<file path="src/rtl/dsp48a1_mac_sequencer.sv">
// rtl/dsp48a1_mac_sequencer.sv - sequences one DSP48A1 slice as a dot-product MAC engine
module dsp48a1_mac_sequencer #(
    parameter int LEN_W   = 8,
    parameter int DSP_LAT = 3,
    parameter int OPM_DLY = 1
) (
    input  logic             clk,
    input  logic             rst,
    input  logic             start,
    input  logic [LEN_W-1:0] len,
    input  logic             bias_en,
    input  logic [47:0]      bias,
    input  logic             in_valid,
    output logic             in_ready,
    input  logic [17:0]      a_in,
    input  logic [17:0]      b_in,
    output logic [17:0]      dsp_a,
    output logic [17:0]      dsp_b,
    output logic [47:0]      dsp_c,
    output logic [7:0]       dsp_opmode,
    output logic             dsp_ce,
    input  logic [47:0]      dsp_p,
    output logic             busy,
    output logic             done,
    output logic [47:0]      result
);

    localparam int CW = $clog2(DSP_LAT + 1);
    localparam logic [CW-1:0] DRAIN_LAST = CW'(DSP_LAT - 1);

    typedef enum logic [1:0] {S_IDLE, S_RUN, S_DRAIN, S_DONE} state_t;

    state_t           r_state;
    state_t           w_next;
    logic [LEN_W-1:0] r_rem;
    logic             r_first;
    logic             r_bias_en;
    logic [CW-1:0]    r_drain_cnt;
    logic [47:0]      r_result;
    logic [7:0]       r_opm [OPM_DLY];
    logic             w_beat;
    logic             w_last_beat;
    logic             w_capture;
    logic [7:0]       w_opm_gen;

    assign w_beat      = in_valid && (r_state == S_RUN);
    assign w_last_beat = w_beat && (r_rem == LEN_W'(1));
    assign w_capture   = (r_state == S_DRAIN) && (r_drain_cnt == DRAIN_LAST);

    always_comb begin
        w_next = r_state;
        case (r_state)
            S_IDLE:  if (start) w_next = (len == '0) ? S_DONE : S_RUN;
            S_RUN:   if (w_last_beat) w_next = S_DRAIN;
            S_DRAIN: if (w_capture) w_next = S_DONE;
            S_DONE:  w_next = S_IDLE;
            default: w_next = S_IDLE;
        endcase
    end

    // Until the first beat lands, P is (re)loaded with 0 or C so stale P never leaks in
    always_comb begin
        w_opm_gen = 8'h00;
        if (r_state == S_RUN) begin
            if (w_beat)
                w_opm_gen = r_first ? (r_bias_en ? 8'h0D : 8'h01) : 8'h09;
            else
                w_opm_gen = r_first ? (r_bias_en ? 8'h0C : 8'h00) : 8'h08;
        end else if (r_state == S_DRAIN) begin
            w_opm_gen = 8'h08;
        end
    end

    always_ff @(posedge clk) begin
        if (rst) begin
            r_state     <= S_IDLE;
            r_rem       <= '0;
            r_first     <= 1'b0;
            r_bias_en   <= 1'b0;
            r_drain_cnt <= '0;
            r_result    <= '0;
            for (int i = 0; i < OPM_DLY; i++) r_opm[i] <= 8'h00;
        end else begin
            r_state <= w_next;
            if (r_state == S_IDLE && start) begin
                r_rem     <= len;
                r_first   <= 1'b1;
                r_bias_en <= bias_en;
                if (len == '0) r_result <= bias_en ? bias : 48'd0;
            end
            if (w_beat) begin
                r_rem   <= r_rem - 1'b1;
                r_first <= 1'b0;
            end
            if (w_last_beat) r_drain_cnt <= '0;
            else if (r_state == S_DRAIN) r_drain_cnt <= r_drain_cnt + 1'b1;
            if (w_capture) r_result <= dsp_p;
            r_opm[0] <= w_opm_gen;
            for (int i = 1; i < OPM_DLY; i++) r_opm[i] <= r_opm[i-1];
        end
    end

    assign in_ready   = (r_state == S_RUN);
    assign busy       = (r_state == S_RUN) || (r_state == S_DRAIN);
    assign dsp_ce     = busy;
    assign done       = (r_state == S_DONE);
    assign result     = r_result;
    assign dsp_a      = w_beat ? a_in : 18'd0;
    assign dsp_b      = w_beat ? b_in : 18'd0;
    assign dsp_c      = bias;
    assign dsp_opmode = r_opm[OPM_DLY-1];

endmodule

</file>
<file path="config.mk">
export PLATFORM = sky130hd
export DESIGN_NAME = dsp48a1_mac_sequencer
export DESIGN_NICKNAME = d
export VERILOG_FILES = /design/src/rtl/dsp48a1_mac_sequencer.sv
export SDC_FILE = /design/constraint.sdc
export NUM_CORES = 1
export LEC_CHECK = 0
export ABC_AREA = 1
export CORE_ASPECT_RATIO = 0.5
export CORE_MARGIN = 4
export CORE_UTILIZATION = 32
export CTS_BUF_LIST = sky130_fd_sc_hd__clkbuf_2
export DETAILED_ROUTE_END_ITERATION = 7
export PLACE_DENSITY = 0.84
export SLEW_MARGIN = 40
export SYNTH_ARGS = -nofsm -noshare
export SYNTH_HDL_FRONTEND = slang
export SYNTH_SLANG_ARGS = --single-unit
export TNS_END_PERCENT = 50
</file>
<file path="constraint.sdc">
create_clock -name clk -period 2 [get_ports clk]
set_input_delay 0.3 -clock clk [delete_from_list [all_inputs] [get_ports clk]]
set_output_delay 0.3 -clock clk [all_outputs]
set_load 0.02 [all_outputs]
</file>
; After elaboration in Yosys (flattened, before gate mapping)
; Memories as Yosys holds them, arrays and structs flattened.
; Cells that the tools add are included.
[totals]
ramBits = 8
latch_bits = 0
in_bits = 145
n_memories = 1
wordCells = 57
out_inout_bits = 144
regBits = 62
romBits = 0
[memory_table]
columns = memory, words, word_bits, rd, rd_ports_with_merged_regs, wr, line_no
row1 = r_opm, 1, 8, 1, 0, 1, 40  ; logic [7:0] r_opm [OPM_DLY];
[op_classes]
add_sub_neg = 2
reduce_logical = 15
n_mul = 0
n_eq_ne = 8
n_shift = 0
n_lt_le_gt_ge = 0
div_mod_pow = 0
n_bitwise = 0
muxes = 25
[op_table]
columns = operator, count
row1 = 2-to-1 mux 48 bit, 4
row2 = 2-to-1 mux 18 bit, 2
row3 = 2-to-1 mux 8 bit, 4
row4 = 2-to-1 mux 4 bit, 6
row5 = "== test 8 x 1 -> 1 bit, second input constant", 1
row6 = logical NOT 8 bit, 1
row7 = 2-to-1 mux 2 bit, 4
row8 = one-hot mux 2 bit (4 select lines), 1
row9 = OR reduction 8 bit, 1
row10 = "subtractor 8 x 1 -> 8 bit, second input constant", 1
row11 = "== test 2 bit, second input constant", 3
row12 = nonzero test 2 bit, 3
row13 = logical AND 1 bit, 4
row14 = 2-to-1 mux 1 bit, 4
row15 = "inequality test 2 bit, second input constant", 2
row16 = OR reduction 2 bit, 2
row17 = AND reduction 3 bit, 1
row18 = "adder 2 x 1 -> 2 bit, second input constant", 1
row19 = "== test 2 x 1 -> 1 bit, second input constant", 1
row20 = logical NOT 2 bit, 1
row21 = "inequality test 2 x 1 -> 1 bit, second input constant", 1
row22 = AND reduction 2 bit, 1
row23 = logical OR 1 bit, 1

; Logic depth before layout (Yosys ltp)
[depth]
word_depth = 5
depth_mapped = 10
ltp_nobuf = 10

; Worst setup path before layout
; No wires, ideal clock.
[synth_path]
path_kind = register to output
from = register r_state[1]
to = output dsp_a[10]
path_buffers = 2
stages_incl_launch_ff = 7
required_ns = 1.700
t_arrival_ns = 1.487
path_slack_ns = 0.213
cell_sequence = dfxtp_1 inv_1 ha_1 nand2_1 buf_2 buf_1 nor2_1
[synth_between]
elab_chain_len = 3
[synth_rtl]
columns = item, line_no
row1 = from (decl), 33  ; state_t r_state;
row2 = from (signal assigned), 84  ; r_state <= w_next;
row3 = == test 2 x 1 -> 1 bit, -
row4 = via in_ready, 14  ; output logic in_ready,
row5 = logical AND 1 bit, 46  ; assign w_beat = in_valid && (r_state == S_RUN);
row6 = 2-to-1 mux 18 bit, 108  ; assign dsp_a = w_beat ? a_in : 18'd0;
row7 = to (decl), 17  ; output logic [17:0] dsp_a,
; The timed path passes the listed nets, and every way through them passes these cells.

; Worst setup path after layout
[layout_path]
from = register r_state[1]
to = output dsp_a[15]
[layout_between]
elab_chain_len = 3
[layout_rtl]
columns = item, line_no
row1 = == test 2 x 1 -> 1 bit, 46
row2 = logical AND 1 bit, 46
row3 = 2-to-1 mux 18 bit, 108
; Every way passes these cells.

==> results.sh <==
export IMPL_power_share_combinational_pct=49.0
export IMPL_seq_power_share_pct=33.6
export IMPL_rows=29
export IMPL_hold_end="r_rem[6]"
export IMPL_grt_pass1_wl_um=20900
export IMPL_crit_path_start_kind="flip-flop"
export IMPL_path_cells="inv_4, ha_4, nand2_8, clkbuf_16, nor2_1, buf_4"
export IMPL_num_vias=4870
export IMPL_reg2reg_from="r_state[1]"
export IMPL_final_hold_violation_count=0
export IMPL_yosysTopAreaCellShare_pct=31.1
export IMPL_r2r_slack_ns=0.20
export IMPL_path_class="reg -> out"
export IMPL_synth_common_cells="nand2_1 (123), nor2_1 (97), a21oi_1 (95), dfxtp_1 (65), inv_1 (59)"
export IMPL_synth_seq_cells=65
export IMPL_dieArea_um2=15100
export IMPL_die_width_um=170
export IMPL_p_total_mw=4.39
export IMPL_via_per_inst=4.64
export IMPL_drv_cap=0
export IMPL_cts_hold_buf=0
export IMPL_synth_area_um2=4180
export IMPL_grt_overflow=0
export IMPL_rr_worst_depth=9
export IMPL_synth_edf_count=0
export IMPL_synth_top_cell_by_area="dfxtp_1"
export IMPL_antenna_found_initial=0
export IMPL_io_pins=289
export IMPL_finalNetCount=1028
export IMPL_max_freq_ghz=0.508
export IMPL_cts_tree="done"
export IMPL_p_leak_nw=2.98
export IMPL_clkPwrFrac_pct=17.4
export IMPL_grt_usage_pct=16.7
export IMPL_crit_fanout=9
export IMPL_switching_share_pct=39.2
export IMPL_cp_end_kind="output pin"
export IMPL_vdd_drop_max_v=0.000368
export IMPL_r2r_end="result[30]"
export IMPL_ant_nets=0
export IMPL_diodes=0
export IMPL_critPathTopFamily="buffers and inverters"
export IMPL_async_flop_share_pct=0
export IMPL_clk_latency_ns=0.50
export IMPL_cts_buffers=9
export IMPL_place_gp_congestion=0.841
export IMPL_avgSynthCellArea_um2=6.43
export IMPL_drc=0
export IMPL_cts_path_max_buffers=2
export IMPL_setup_viol=0
export IMPL_drt_first_pass_iters=6
export IMPL_cts_max_level=3
export IMPL_fin_crit_sh_pct=98.4
export IMPL_rsz0062_at_grt="true"
export IMPL_fin_crit_ns=1.97
export IMPL_die_height_um=88.8
export IMPL_ys_types=29
export IMPL_intPower_mw=2.67
export IMPL_cp_depth=6
export IMPL_yosysMostFrequentCell="nand2_1"
export IMPL_routed_wl_um=14400
export IMPL_fillers=1196
export IMPL_arrival_ns=1.67
export IMPL_netlist_instances=650
export IMPL_syn2layout_area_growth_pct=68.9
export IMPL_synthFlopType="dfxtp_1"
export IMPL_post_route_cell_area_um2=7060
export IMPL_finalMaxSlewViolations=0
export IMPL_first_iter_violations=149
export IMPL_min_from="rst"
export IMPL_root_buffer="clkbuf_2"
export IMPL_grt_start_max_net_pins=38
export IMPL_grt_pass1_vias=4359
export IMPL_seq_area_frac_synth_pct=31.1
export IMPL_hold_path_class="in -> reg"
export IMPL_port_buffers=283
export IMPL_placed_cell_area_um2=6810
export IMPL_whs_path_depth=2
export IMPL_dp_hpwl_um=10900
export IMPL_max_stage_delay_ns=0.38
export IMPL_initial_core_util_pct=32.8
export IMPL_power_per_cell_area_nw_per_um2=621
export IMPL_cts_sinks=65
export IMPL_yosysWarningCount=0
export IMPL_switchingPower_mw=1.72
export IMPL_wl_per_cell_um=13.7
export IMPL_clkTransAtPathRegs_ns=0.20
export IMPL_finClkSkew_ns=0.0424
export IMPL_drive_gt1_share_pct=15.7
export IMPL_status="complete, no violations"
export IMPL_synth_area_leaders="dfxtp_1 (31%), a21oi_1 (11%), nand2_1 (11%)"
export IMPL_critPathBufInv=3
export IMPL_core_area_um2=12700
export IMPL_crit_path_top_delay_cell="dfxtp_2"
export IMPL_worstPathRequired_ns=1.70
==> final cells by class <==
cell class / instances / area (µm²) / share of cell area (%)
clock inverter: 7 / 61.3 / 0.868
multi-input combinational: 433 / 2160 / 30.6
tap: 170 / 213 / 3.01
sequential: 65 / 1300 / 18.5
clock buffer: 9 / 45.0 / 0.638
inverter: 61 / 231 / 3.28
timing repair buffer: 305 / 3050 / 43.2
==> registers in the layout (all words and copies together), names as in the netlist <==
name / flops
r_rem: 8
r_drain_cnt: 2
result: 48
r_bias_en: 1
r_state: 2
r_opm: 3
r_first: 1
==> through the flow <==
step	hold WS, ns	worst slack (ns)	utilization, %	std cells	setup TNS (ns)
finish	0.0928	0.0321	55.4	1050	0
global route	0.0400	-0.0888	55.4	1050	-0.870
CTS	0.0219	-0.105	53.3	1046	-0.210
detailed placement	0.449	-0.0866	53.4	1028	-2.28
global placement	0.443	-0.0320	53.4	1028	-0.988
floorplan	0.431	0.213	-	654	0
==> worst max path at each step <==
| stage | start | to | slack (ns) |
|---|---|---|---|
| floorplan | r_state[1] | dsp_a[10] | 0.21 |
| global placement | in_valid | dsp_a[13] | -0.03 |
| detailed placement | in_valid | dsp_a[11] | -0.09 |
| CTS | r_state[0] | dsp_ce | -0.11 |
| global route | r_state[1] | dsp_a[15] | -0.09 |
| finish | r_state[1] | dsp_a[15] | 0.03 |
==> worst register-to-register path: stages, from the launching register on <==
cell     delay [ns]
dfxtp_2        0.40
inv_4          0.05
buf_4          0.12
ha_1           0.20
nand2_1        0.19
inv_2          0.12
nand2_4        0.12
buf_6          0.25
nand3_1        0.11
a21oi_1        0.16
==> routing by layer <==
metal	track usage (%)	up-vias	part of all wire [%]	routed length [µm]
met2	31.5	165	53	7630
met4	4.02	0	0.92	132
met5	0	-	0	0
li1	-	2467	-	-
met3	4.73	13	7.0	1010
met1	19.1	2225	39	5620
==> timing repair <==
item                                    in CTS  in global routing
endpoints found under the setup margin      40                 72
gates cloned                                 1                  2
buffers inserted                             1                  2
resized for setup                          158                 83
pin swaps                                    1                  0
==> power groups by stage <==
stage,Sequential (mW),Combinational [mW],Clock [mW]
after floorplan,1.49,1.15,0
after global placement,1.48,1.91,0
after detailed placement,1.49,1.96,0
after CTS,1.47,1.93,0.797
after global routing,1.49,2.32,0.844
final,1.48,2.15,0.764
==> cell families (layout without fill, tap and decap cells) <==
logic type | Yosys count | after routing | share of synthesized area [%]
xor gates and xnor gates | 1 | 1 | 0.210
other | 1 | 5 | 0.0897
buffers and inverters | 156 | 382 | 20.3
adders and majority gates | 8 | 8 | 2.39
and+or+nand+nor | 299 | 299 | 30.3
AOI/OAI and AO/OA | 120 | 120 | 15.6
DFF | 65 | 65 | 31.1
==> placed cells by master (no fill, tap or decap), types with 4 or more instances in the layout <==
cell type / Yosys / routed
conb_1: 1 / 5
dfxtp_1: 65 / 63
inv_1: 59 / 58
nor2_2: 0 / 28
nand2_2: 10 / 10
nor2_1: 97 / 67
a21oi_1: 95 / 95
o21ai_0: 8 / 8
clkdlybuf4s50_1: 0 / 241
nand4_1: 4 / 4
buf_12: 0 / 6
a21oi_2: 10 / 10
nand2_1: 123 / 122
buf_4: 58 / 40
clkbuf_2: 0 / 9
buf_6: 2 / 9
nand3_1: 56 / 56
buf_2: 16 / 4
ha_1: 8 / 7
Power figures use the tool's default switching activity.
